**src/rtl/sha256_msg_padder.sv**
```systemverilog
// SHA-256 message padder: passes big-endian message words through, appends the
// 0x80 marker, zero fill and 64-bit bit length, and emits 33-bit half-swap-encoded words.
module sha256_msg_padder #(
    parameter int unsigned WORD_W = 32,
    parameter int unsigned LEN_W  = 64
) (
    input  logic              clk,
    input  logic              rst,
    input  logic              in_valid_i,
    output logic              in_ready_o,
    input  logic [WORD_W-1:0] in_data_i,
    input  logic              in_last_i,
    input  logic [2:0]        in_nbytes_i,
    input  logic              order_i,
    output logic              out_valid_o,
    input  logic              out_ready_i,
    output logic [WORD_W:0]   out_data_o,
    output logic              out_block_last_o,
    output logic              out_msg_last_o,
    output logic              busy_o
);

    localparam int unsigned HALF_W = WORD_W / 2;
    localparam int unsigned NBYTES = WORD_W / 8;
    localparam int unsigned CNT_W  = 4;

    localparam logic [CNT_W-1:0]  IDX_PRE_LEN   = CNT_W'(13);
    localparam logic [CNT_W-1:0]  IDX_BLOCK_END = CNT_W'(15);
    localparam logic [WORD_W-1:0] MARK_WORD     = WORD_W'(128) << (WORD_W - 8);
    localparam logic [2:0]        FULL_BYTES    = 3'(NBYTES);

    typedef enum logic [2:0] {
        S_DATA,
        S_MARK,
        S_ZERO,
        S_LEN_HI,
        S_LEN_LO
    } state_t;

    state_t              state_q;
    state_t              state_d;
    logic [CNT_W-1:0]    wcnt_q;
    logic [LEN_W-1:0]    bitlen_q;

    logic                load_en;
    logic                accept;
    logic                word_load;
    logic                msg_last_c;
    logic [WORD_W-1:0]   word_c;
    logic [WORD_W-1:0]   pad_word;
    logic [2:0]          nbytes_sat;
    logic [LEN_W-1:0]    len_inc;

    // Final partial word: keep valid bytes, marker right after them, zero the rest.
    always_comb begin
        nbytes_sat = (in_nbytes_i > FULL_BYTES) ? FULL_BYTES : in_nbytes_i;
        pad_word   = '0;
        for (int unsigned b = 0; b < NBYTES; b++) begin
            if (b < 32'(nbytes_sat)) begin
                pad_word[WORD_W-1-8*b -: 8] = in_data_i[WORD_W-1-8*b -: 8];
            end else if (b == 32'(nbytes_sat)) begin
                pad_word[WORD_W-1-8*b -: 8] = 8'h80;
            end
        end
        len_inc = in_last_i ? LEN_W'({nbytes_sat, 3'b000}) : LEN_W'(WORD_W);
    end

    // Next-state and word selection; every transition is tied to an output load.
    always_comb begin
        load_en    = !out_valid_o || out_ready_i;
        in_ready_o = (state_q == S_DATA) && load_en;
        accept     = in_valid_i && in_ready_o;
        state_d    = state_q;
        word_load  = 1'b0;
        word_c     = '0;
        msg_last_c = 1'b0;

        case (state_q)
            S_DATA: begin
                if (accept) begin
                    word_load = 1'b1;
                    if (!in_last_i) begin
                        word_c = in_data_i;
                    end else if (nbytes_sat == FULL_BYTES) begin
                        word_c  = in_data_i;
                        state_d = S_MARK;
                    end else begin
                        word_c  = pad_word;
                        state_d = (wcnt_q == IDX_PRE_LEN) ? S_LEN_HI : S_ZERO;
                    end
                end
            end
            S_MARK: begin
                if (load_en) begin
                    word_load = 1'b1;
                    word_c    = MARK_WORD;
                    state_d   = (wcnt_q == IDX_PRE_LEN) ? S_LEN_HI : S_ZERO;
                end
            end
            S_ZERO: begin
                if (load_en) begin
                    word_load = 1'b1;
                    if (wcnt_q == IDX_PRE_LEN) begin
                        state_d = S_LEN_HI;
                    end
                end
            end
            S_LEN_HI: begin
                if (load_en) begin
                    word_load = 1'b1;
                    word_c    = bitlen_q[LEN_W-1 -: WORD_W];
                    state_d   = S_LEN_LO;
                end
            end
            S_LEN_LO: begin
                if (load_en) begin
                    word_load  = 1'b1;
                    word_c     = bitlen_q[WORD_W-1:0];
                    msg_last_c = 1'b1;
                    state_d    = S_DATA;
                end
            end
            default: begin
                state_d = S_DATA;
            end
        endcase
    end

    always_ff @(posedge clk) begin
        if (rst) begin
            state_q <= S_DATA;
        end else begin
            state_q <= state_d;
        end
    end

    // Output register, word index and bit-length accumulator.
    always_ff @(posedge clk) begin
        if (rst) begin
            out_valid_o      <= 1'b0;
            out_data_o       <= '0;
            out_block_last_o <= 1'b0;
            out_msg_last_o   <= 1'b0;
            wcnt_q           <= '0;
            bitlen_q         <= '0;
            busy_o           <= 1'b0;
        end else begin
            if (word_load) begin
                out_valid_o      <= 1'b1;
                out_data_o       <= order_i ? {1'b1, word_c[HALF_W-1:0], word_c[WORD_W-1:HALF_W]}
                                            : {1'b0, word_c};
                out_block_last_o <= (wcnt_q == IDX_BLOCK_END);
                out_msg_last_o   <= msg_last_c;
                wcnt_q           <= wcnt_q + CNT_W'(1);
            end else if (out_ready_i) begin
                out_valid_o <= 1'b0;
            end

            if (word_load && msg_last_c) begin
                bitlen_q <= '0;
            end else if (accept) begin
                bitlen_q <= bitlen_q + len_inc;
            end

            if (accept) begin
                busy_o <= 1'b1;
            end else if (out_valid_o && out_ready_i && out_msg_last_o) begin
                busy_o <= 1'b0;
            end
        end
    end

endmodule

```
**config.mk**
```make
export PLATFORM = sky130hd
export DESIGN_NAME = sha256_msg_padder
export DESIGN_NICKNAME = d
export VERILOG_FILES = /design/src/rtl/sha256_msg_padder.sv
export SDC_FILE = /design/constraint.sdc
export NUM_CORES = 1
export LEC_CHECK = 0
export BUFFER_PORTS_ARGS = -buffer_cell sky130_fd_sc_hd__buf_2
export CELL_PAD_IN_SITES_DETAIL_PLACEMENT = 1
export CELL_PAD_IN_SITES_GLOBAL_PLACEMENT = 2
export CORE_MARGIN = 2
export CORE_UTILIZATION = 37
export CTS_CLUSTER_SIZE = 20
export DETAILED_ROUTE_END_ITERATION = 7
export PLACE_DENSITY_LB_ADDON = 0.15
export SYNTH_ARGS = -nofsm -noshare
export SYNTH_HDL_FRONTEND = slang
export SYNTH_SLANG_ARGS = --single-unit
```
**constraint.sdc**
```tcl
create_clock -name clk -period 5.2 [get_ports clk]
set_clock_uncertainty 0.15 [all_clocks]
set_input_delay 0 -clock clk [delete_from_list [all_inputs] [get_ports clk]]
set_output_delay 0 -clock clk [all_outputs]
set_load 0.02 [all_outputs]
```
==> results of run 1 <==
## layer usage
| metal | share of wire (%) | GRT usage [%] | vias up |
|---|---|---|---|
| li1 | - | - | 2635 |
| met1 | 45 | 34.32 | 2811 |
| met2 | 47 | 41.66 | 171 |
| met3 | 5.1 | 4.151 | 27 |
| met4 | 3.0 | 8.366 | 0 |
| met5 | 0 | 0 | - |
## final timing paths
check,startpoint,endpoint,slack (ns),cells after the start
setup / recovery,in_nbytes_i[2],bitlen_q[32],1.55,10
setup reg to reg,state_q[1],bitlen_q[55],1.96,5
hold / removal,in_data_i[5],out_data_o[5],0.02,3
hold reg to reg,out_block_last_o,out_block_last_o,0.31,2
## sequential cells by signal (all words and copies together) (netlist names)
signal / flops
bitlen_q: 61
out_data_o: 33
wcnt_q: 4
state_q: 3
busy_o: 1
out_block_last_o: 1
out_msg_last_o: 1
out_valid_o: 1
## cell usage in the layout, fill, tap and decap left out, types with 10 or more instances in the layout
cell type	Yosys	final
dfxtp_1	105	105
o31ai_1	25	25
nand4_1	30	30
xor2_1	19	19
a222oi_1	26	26
a21oi_1	108	108
nand2_1	42	41
nor2_1	44	44
o21ai_0	12	12
a221oi_1	29	29
dlygate4sd3_1	0	10
or3_1	12	12
buf_2	4	78
nand3_1	28	28
or4_1	25	25
## critical path, cell delays in order
cell	delay [ns]
dlygate4sd3_1	0.53
buf_2	0.15
nor2b_1	0.38
inv_1	0.14
ha_1	0.38
a21oi_1	0.12
a2111oi_4	0.76
nand4_1	0.57
or4_1	0.57
a21oi_1	0.16
## power breakdown
group          internal, W  total, W  switching (W)
clock             0.000340  0.000674       0.000334
sequential        0.000833  0.000863      0.0000302
combinational    0.0000905  0.000264       0.000173
total              0.00126   0.00180       0.000537
## cell type report
class	instances	area, um^2	share of cell area (%)
Tap cell	184	230.2	3.664
Clock inverter	6	42.54	0.6770
Sequential cell	105	2102	33.45
Timing Repair Buffer	94	535.5	8.523
Clock buffer	10	239.0	3.803
Multi-Input combinational cell	485	3100	49.34
Inverter	9	33.78	0.5376
## cells by family (layout without fill, tap and decap cells)
logic type / Yosys count / count (layout) / synth area share (%)
multiplexers: 5 / 5 / 0.9691
buffers and inverters: 61 / 119 / 4.315
XOR/XNOR: 24 / 24 / 3.876
adder cells (fa/ha/maj): 6 / 6 / 1.523
AND/OR/NAND/NOR: 229 / 229 / 23.17
AO/OA/AOI/OAI: 221 / 221 / 27.39
flip-flops: 105 / 105 / 38.76
## metrics by stage
stage | hold slack [ns] | worst slack (ns)
after global placement | 0.1909 | 1.926
final | 0.01846 | 1.554
after CTS | 0.009713 | 1.555
after floorplan | 0.05472 | 2.672
after global routing | 0.04048 | 1.275
after detailed placement | 0.2149 | 1.731
==> impl_metrics.env, run 1 <==
export IMPL_num_nets_final=751
export IMPL_cp_end_kind="flop"
export IMPL_drc=0
export IMPL_fin_cells=893
export IMPL_syn_avg_cell_area_um2=8.330
export IMPL_required_ns=5.32
export IMPL_max_freq_mhz=274.3
export IMPL_die_area_um2=15640
export IMPL_finalSetupViolations=0
export IMPL_clock_root_buffer="clkbuf_16"
export IMPL_p_per_area_nw_per_um2=286.5
export IMPL_status="complete, no violations"
export IMPL_syn_area_um2=5423
export IMPL_die_x_um=125.1
export IMPL_fillCellCount=1724
export IMPL_ys_flop_type="dfxtp_1"
export IMPL_cts_sinks=105
export IMPL_clk_latency_ns=0.36
export IMPL_area_growth_pct=15.87
export IMPL_maxCapViolCount=0
export IMPL_port_buffers=78
export IMPL_cp_start_kind="input pin"
export IMPL_syn_inst=651
export IMPL_period_share_pct=70.11
export IMPL_yosysTopAreaCellShare_pct=38.76
export IMPL_critPathArrivalTime_ns=3.77
export IMPL_hold_violations=0
export IMPL_dp_hpwl_um=14530
export IMPL_insertedDiodeCount=0
export IMPL_final_max_slew_viol_count=0
export IMPL_hp_class="input pin to flop"
export IMPL_grt_pass1_vias=5555
export IMPL_fin_tns_setup_ns=0
export IMPL_dpl_cell_area_um2=5902
export IMPL_postLayoutCellArea_um2=6284
export IMPL_cts_buffers=9
export IMPL_grtUsageTotal_pct=25.45
export IMPL_ir_drop_uv=168.0
export IMPL_post_drt_via_cell_ratio=6.320
export IMPL_synth_edf_count=0
export IMPL_grt_start_max_net_pins=62
export IMPL_die_height_um=125.1
export IMPL_ys_ff_latch=105
export IMPL_antenna_found_initial=0
export IMPL_initial_utilization_pct=37.60
export IMPL_total_power_w=0.001801
export IMPL_postSynth_asyncResetShare_pct=0
export IMPL_synth_cell_types=50
export IMPL_cts_tree="yes"
export IMPL_num_io_pins=79
export IMPL_clkTransAtPathRegs_ns=0.08
export IMPL_slew_headroom_pct=21.97
export IMPL_drt_wl_total_um=20000
export IMPL_post_cts_buffers=0
export IMPL_num_rows=44
export IMPL_ys_seq_area_share_pct=38.76
export IMPL_ys_top_cells_by_area="dfxtp_1 (39%), a21oi_1 (10%), a222oi_1 (4.8%)"
export IMPL_ys_warnings_count=0
export IMPL_postRouteAntennaNets=0
export IMPL_route_detailed_wl_per_inst_um=22.40
export IMPL_fin_crit_ns=3.646
export IMPL_cp_max_fo=13
export IMPL_grt_overflow_total=0
export IMPL_rsz0062_at_grt="no"
export IMPL_grt_first_pass_wirelength_um=31660
export IMPL_ctsHoldBuffers=10
export IMPL_synth_top_cell_by_area="dfxtp_1"
export IMPL_dr_pass1_iters=8
export IMPL_synth_commonest_cells="a21oi_1 (108), dfxtp_1 (105), clkbuf_1 (44), nor2_1 (44), nand2_1 (42)"
export IMPL_vias=5644
export IMPL_core_area_um2=14420
export IMPL_p_leak_nw=2.130
export IMPL_syn_nets=698
export IMPL_worstSetupPathType="input pin to flop"
export IMPL_cts_buffer_depth=2
export IMPL_dp_cells=867
export IMPL_ctsResizeCount=0
export IMPL_htreeDepth=3
export IMPL_utilization_pct=43.56
export IMPL_yosysMostFrequentCell="a21oi_1"
export IMPL_drive_gt1_share_pct=16.22
export IMPL_worst_slew_pin_slew_ns=1.170
export IMPL_gp_congestion=0.8427
export IMPL_drt_iter0_drc=521
Power figures use the tool's default switching activity.
==> run 2, diff against run 1 <==
ABC_AREA = 1   (was not set)
CORE_UTILIZATION = 29   (was 37)
clock period = 3.3 ns   (was 5.2 ns; I/O delays follow)
==> run 2 against run 1 <==
Net effect:
- the flow now finishes with violations (negative hold slack)
- sequential cell count stayed put
- critical endpoint is now out_data_o[16]
- critical path depth unchanged
- clock power rose by 69%
- final area grew 22%
- wire length grew 23%
- global-route usage is 3.5 points lower
- die area increased by 46%
==> impl_metrics.env, run 2 <==
export IMPL_status="finished with violations"
export IMPL_violations="negative hold slack"
export IMPL_htreeDepth=3
export IMPL_required_ns=3.45
export IMPL_finalSetupViolations=0
export IMPL_clock_root_buffer="clkbuf_16"
export IMPL_route_detailed_wl_per_inst_um=17.98
export IMPL_cts_tree="yes"
export IMPL_drive_gt1_share_pct=12.75
export IMPL_ctsResizeCount=0
export IMPL_syn_nets=1018
export IMPL_fin_cells=1365
export IMPL_cp_start_kind="flop"
export IMPL_synthSimpleGateAreaFrac_pct=42.39
export IMPL_core_area_um2=21090
export IMPL_cts_buffer_depth=2
export IMPL_synth_compound_area_share_pct=12.16
export IMPL_synth_top_cell_by_area="dfxtp_1"
export IMPL_final_common_cell="nand2_1"
export IMPL_syn_avg_cell_area_um2=6.444
export IMPL_postRouteAntennaNets=0
export IMPL_grtUsageTotal_pct=21.95
export IMPL_p_per_area_nw_per_um2=472.2
export IMPL_ys_flop_type="dfxtp_1"
export IMPL_grt_pass1_vias=6612
export IMPL_num_rows=53
export IMPL_critPathArrivalTime_ns=2.76
export IMPL_num_io_pins=79
export IMPL_worst_slew_pin_slew_ns=0.9355
export IMPL_postLayoutCellArea_um2=7675
export IMPL_gp_congestion=0.8659
export IMPL_dp_hpwl_um=19110
export IMPL_switching_share_pct=37.12
export IMPL_layout_common_cells="nand2_1 (257), nor2_1 (132), dfxtp_1 (105)"
export IMPL_port_buffers=78
export IMPL_syn_area_um2=6257
export IMPL_ir_drop_uv=202.6
export IMPL_ctsHoldBuffers=47
export IMPL_power_switching_w=0.001345
export IMPL_syn_inst=971
export IMPL_clkTransAtPathRegs_ns=0.08
export IMPL_muxShareOfSynthArea_pct=0
export IMPL_pwr_share_clk_pct=31.5
export IMPL_hp_class="input pin to flop"
export IMPL_rr_startpoint="state_q[0]"
export IMPL_grt_first_pass_wirelength_um=37650
export IMPL_ys_seq_area_share_pct=33.59
export IMPL_final_max_slew_viol_count=0
export IMPL_cp_max_fo=31
export IMPL_postSynth_asyncResetShare_pct=0
export IMPL_p_leak_nw=3.132
export IMPL_largest_reg_flops=61
export IMPL_ys_warnings_count=0
export IMPL_largestRegisters="bitlen_q: 61 flops, out_data_o: 33 flops, wcnt_q: 4 flops"
export IMPL_slew_headroom_pct=37.57
export IMPL_dr_pass1_iters=5
export IMPL_yosysMostFrequentCell="nand2_1"
export IMPL_ys_top_cells_by_area="dfxtp_1 (34%), nand2_1 (15%), nor2_1 (8.0%)"
export IMPL_drc=0
export IMPL_grt_overflow_total=0
export IMPL_seqPwrFrac_pct=40.1
export IMPL_startpoint="state_q[0]"
export IMPL_synthAdderAreaFrac_pct=1.320
export IMPL_antenna_found_initial=0
export IMPL_insertedDiodeCount=0
export IMPL_dpl_cell_area_um2=6905
export IMPL_synth_commonest_cells="nand2_1 (257), nor2_1 (134), dfxtp_1 (105)"
export IMPL_synth_top_family_by_area="simple AND/OR/NAND/NOR gates"
export IMPL_yosysTopAreaCellShare_pct=33.59
export IMPL_period_share_pct=78.88
export IMPL_initial_utilization_pct=29.67
export IMPL_cp_end_kind="flop"
export IMPL_cts_buffers=9
export IMPL_die_area_um2=22770
export IMPL_ys_ff_latch=105
export IMPL_synth_cell_types=42
export IMPL_area_growth_pct=22.66
export IMPL_dp_cells=1302
export IMPL_internal_power_w=0.002279
export IMPL_drt_wl_total_um=24540
export IMPL_hold_start="rst"
export IMPL_vias=6693
export IMPL_post_drt_via_cell_ratio=4.903
export IMPL_clk_latency_ns=0.37
export IMPL_die_x_um=150.9
export IMPL_num_nets_final=1132
export IMPL_largest_register="bitlen_q"
export IMPL_rsz0062_at_grt="no"
export IMPL_synth_edf_count=0
export IMPL_p_comb_share_pct=28.4
export IMPL_post_cts_buffers=0
export IMPL_utilization_pct=36.39
export IMPL_fin_tns_setup_ns=0
export IMPL_max_freq_mhz=384.2
export IMPL_maxCapViolCount=0
export IMPL_hold_ws_ns=-0.006465
export IMPL_worstSetupPathType="flop to flop"
export IMPL_cts_sinks=105
export IMPL_grt_start_max_net_pins=39
export IMPL_fin_crit_ns=2.603
export IMPL_hold_violations=2
export IMPL_synth_xor_area_share_pct=1.820
export IMPL_die_height_um=150.9
export IMPL_drt_iter0_drc=319
-- run 2: changes by cell type in the layout (fill, tap and decap cells not counted), sizes merged, moves of 24 or more --
cell	previous run	this run
a22oi	4	28
nand2	43	262
nor2	44	151
or4	25	0
a221oi	29	0
nand3	28	105
a21oi	108	70
dlygate4sd3	10	47
a222oi	26	0
o31ai	25	0
inv	10	107
-- run 2: layout make-up --
| class | instances | area (um^2) |
|---|---|---|
| inverters | 105 | 394.1 |
| well taps | 275 | 344.1 |
| flip-flops and latches | 105 | 2102 |
| multi-input cells | 731 | 3615 |
| clock buffers | 10 | 239.0 |
| repair buffers | 133 | 920.9 |
| clock inverters | 6 | 60.06 |
| fillers | 2777 | 13410 |
-- run 2: cells by family (layout without fill, tap and decap cells) --
family / count (synthesis) / in the layout
simple gates: 578 / 578
flops: 105 / 105
buf+inv: 135 / 254
compound gates: 134 / 134
xor+xnor: 13 / 13
fa+ha+maj: 6 / 6
-- run 2: worst paths after layout --
kind,cells after the start,slack [ns],end
max,10,0.70,out_data_o[16]
min,4,-0.006,wcnt_q[3]
max reg2reg,10,0.70,out_data_o[16]
min reg2reg,2,0.32,out_data_o[0]
-- run 2: per-layer routing --
metal	GRT usage, %	routed length [um]
met1	30.79	12130
met2	35.93	11470
met3	3.163	687
met4	4.533	252
met5	0	0
-- run 2: power by group through the flow --
| stage | logic [W] | registers [W] | clock network, W |
|---|---|---|---|
| 2_1_floorplan | 0.000591 | 0.00157 | 0 |
| 3_3_place_gp | 0.000963 | 0.00148 | 0 |
| 3_5_place_dp | 0.000970 | 0.00148 | 0 |
| 4_1_cts | 0.00104 | 0.00146 | 0.00118 |
| 5_1_grt | 0.00115 | 0.00147 | 0.00122 |
| 6_report | 0.00103 | 0.00145 | 0.00114 |
-- run 2: per-stage QoR --
step                      setup WS, ns  power (W)
after floorplan                  1.268   0.002159
after global placement           1.072   0.002446
after detailed placement        0.9846   0.002453
after CTS                       0.7285   0.003679
after global routing            0.5146   0.003840
final                           0.6970   0.003624
-- run 2: worst max-delay path, stage by stage (launching register included) --
cell and delay [ns]:
dfxtp_1 0.40, inv_1 0.07, nor2_1 0.19, nand2_1 0.13, nor2_2 0.10, buf_4 0.35
inv_1 0.19, o211ai_1 0.22, nand2_1 0.07, dlygate4sd3_1 0.56, a21oi_1 0.11
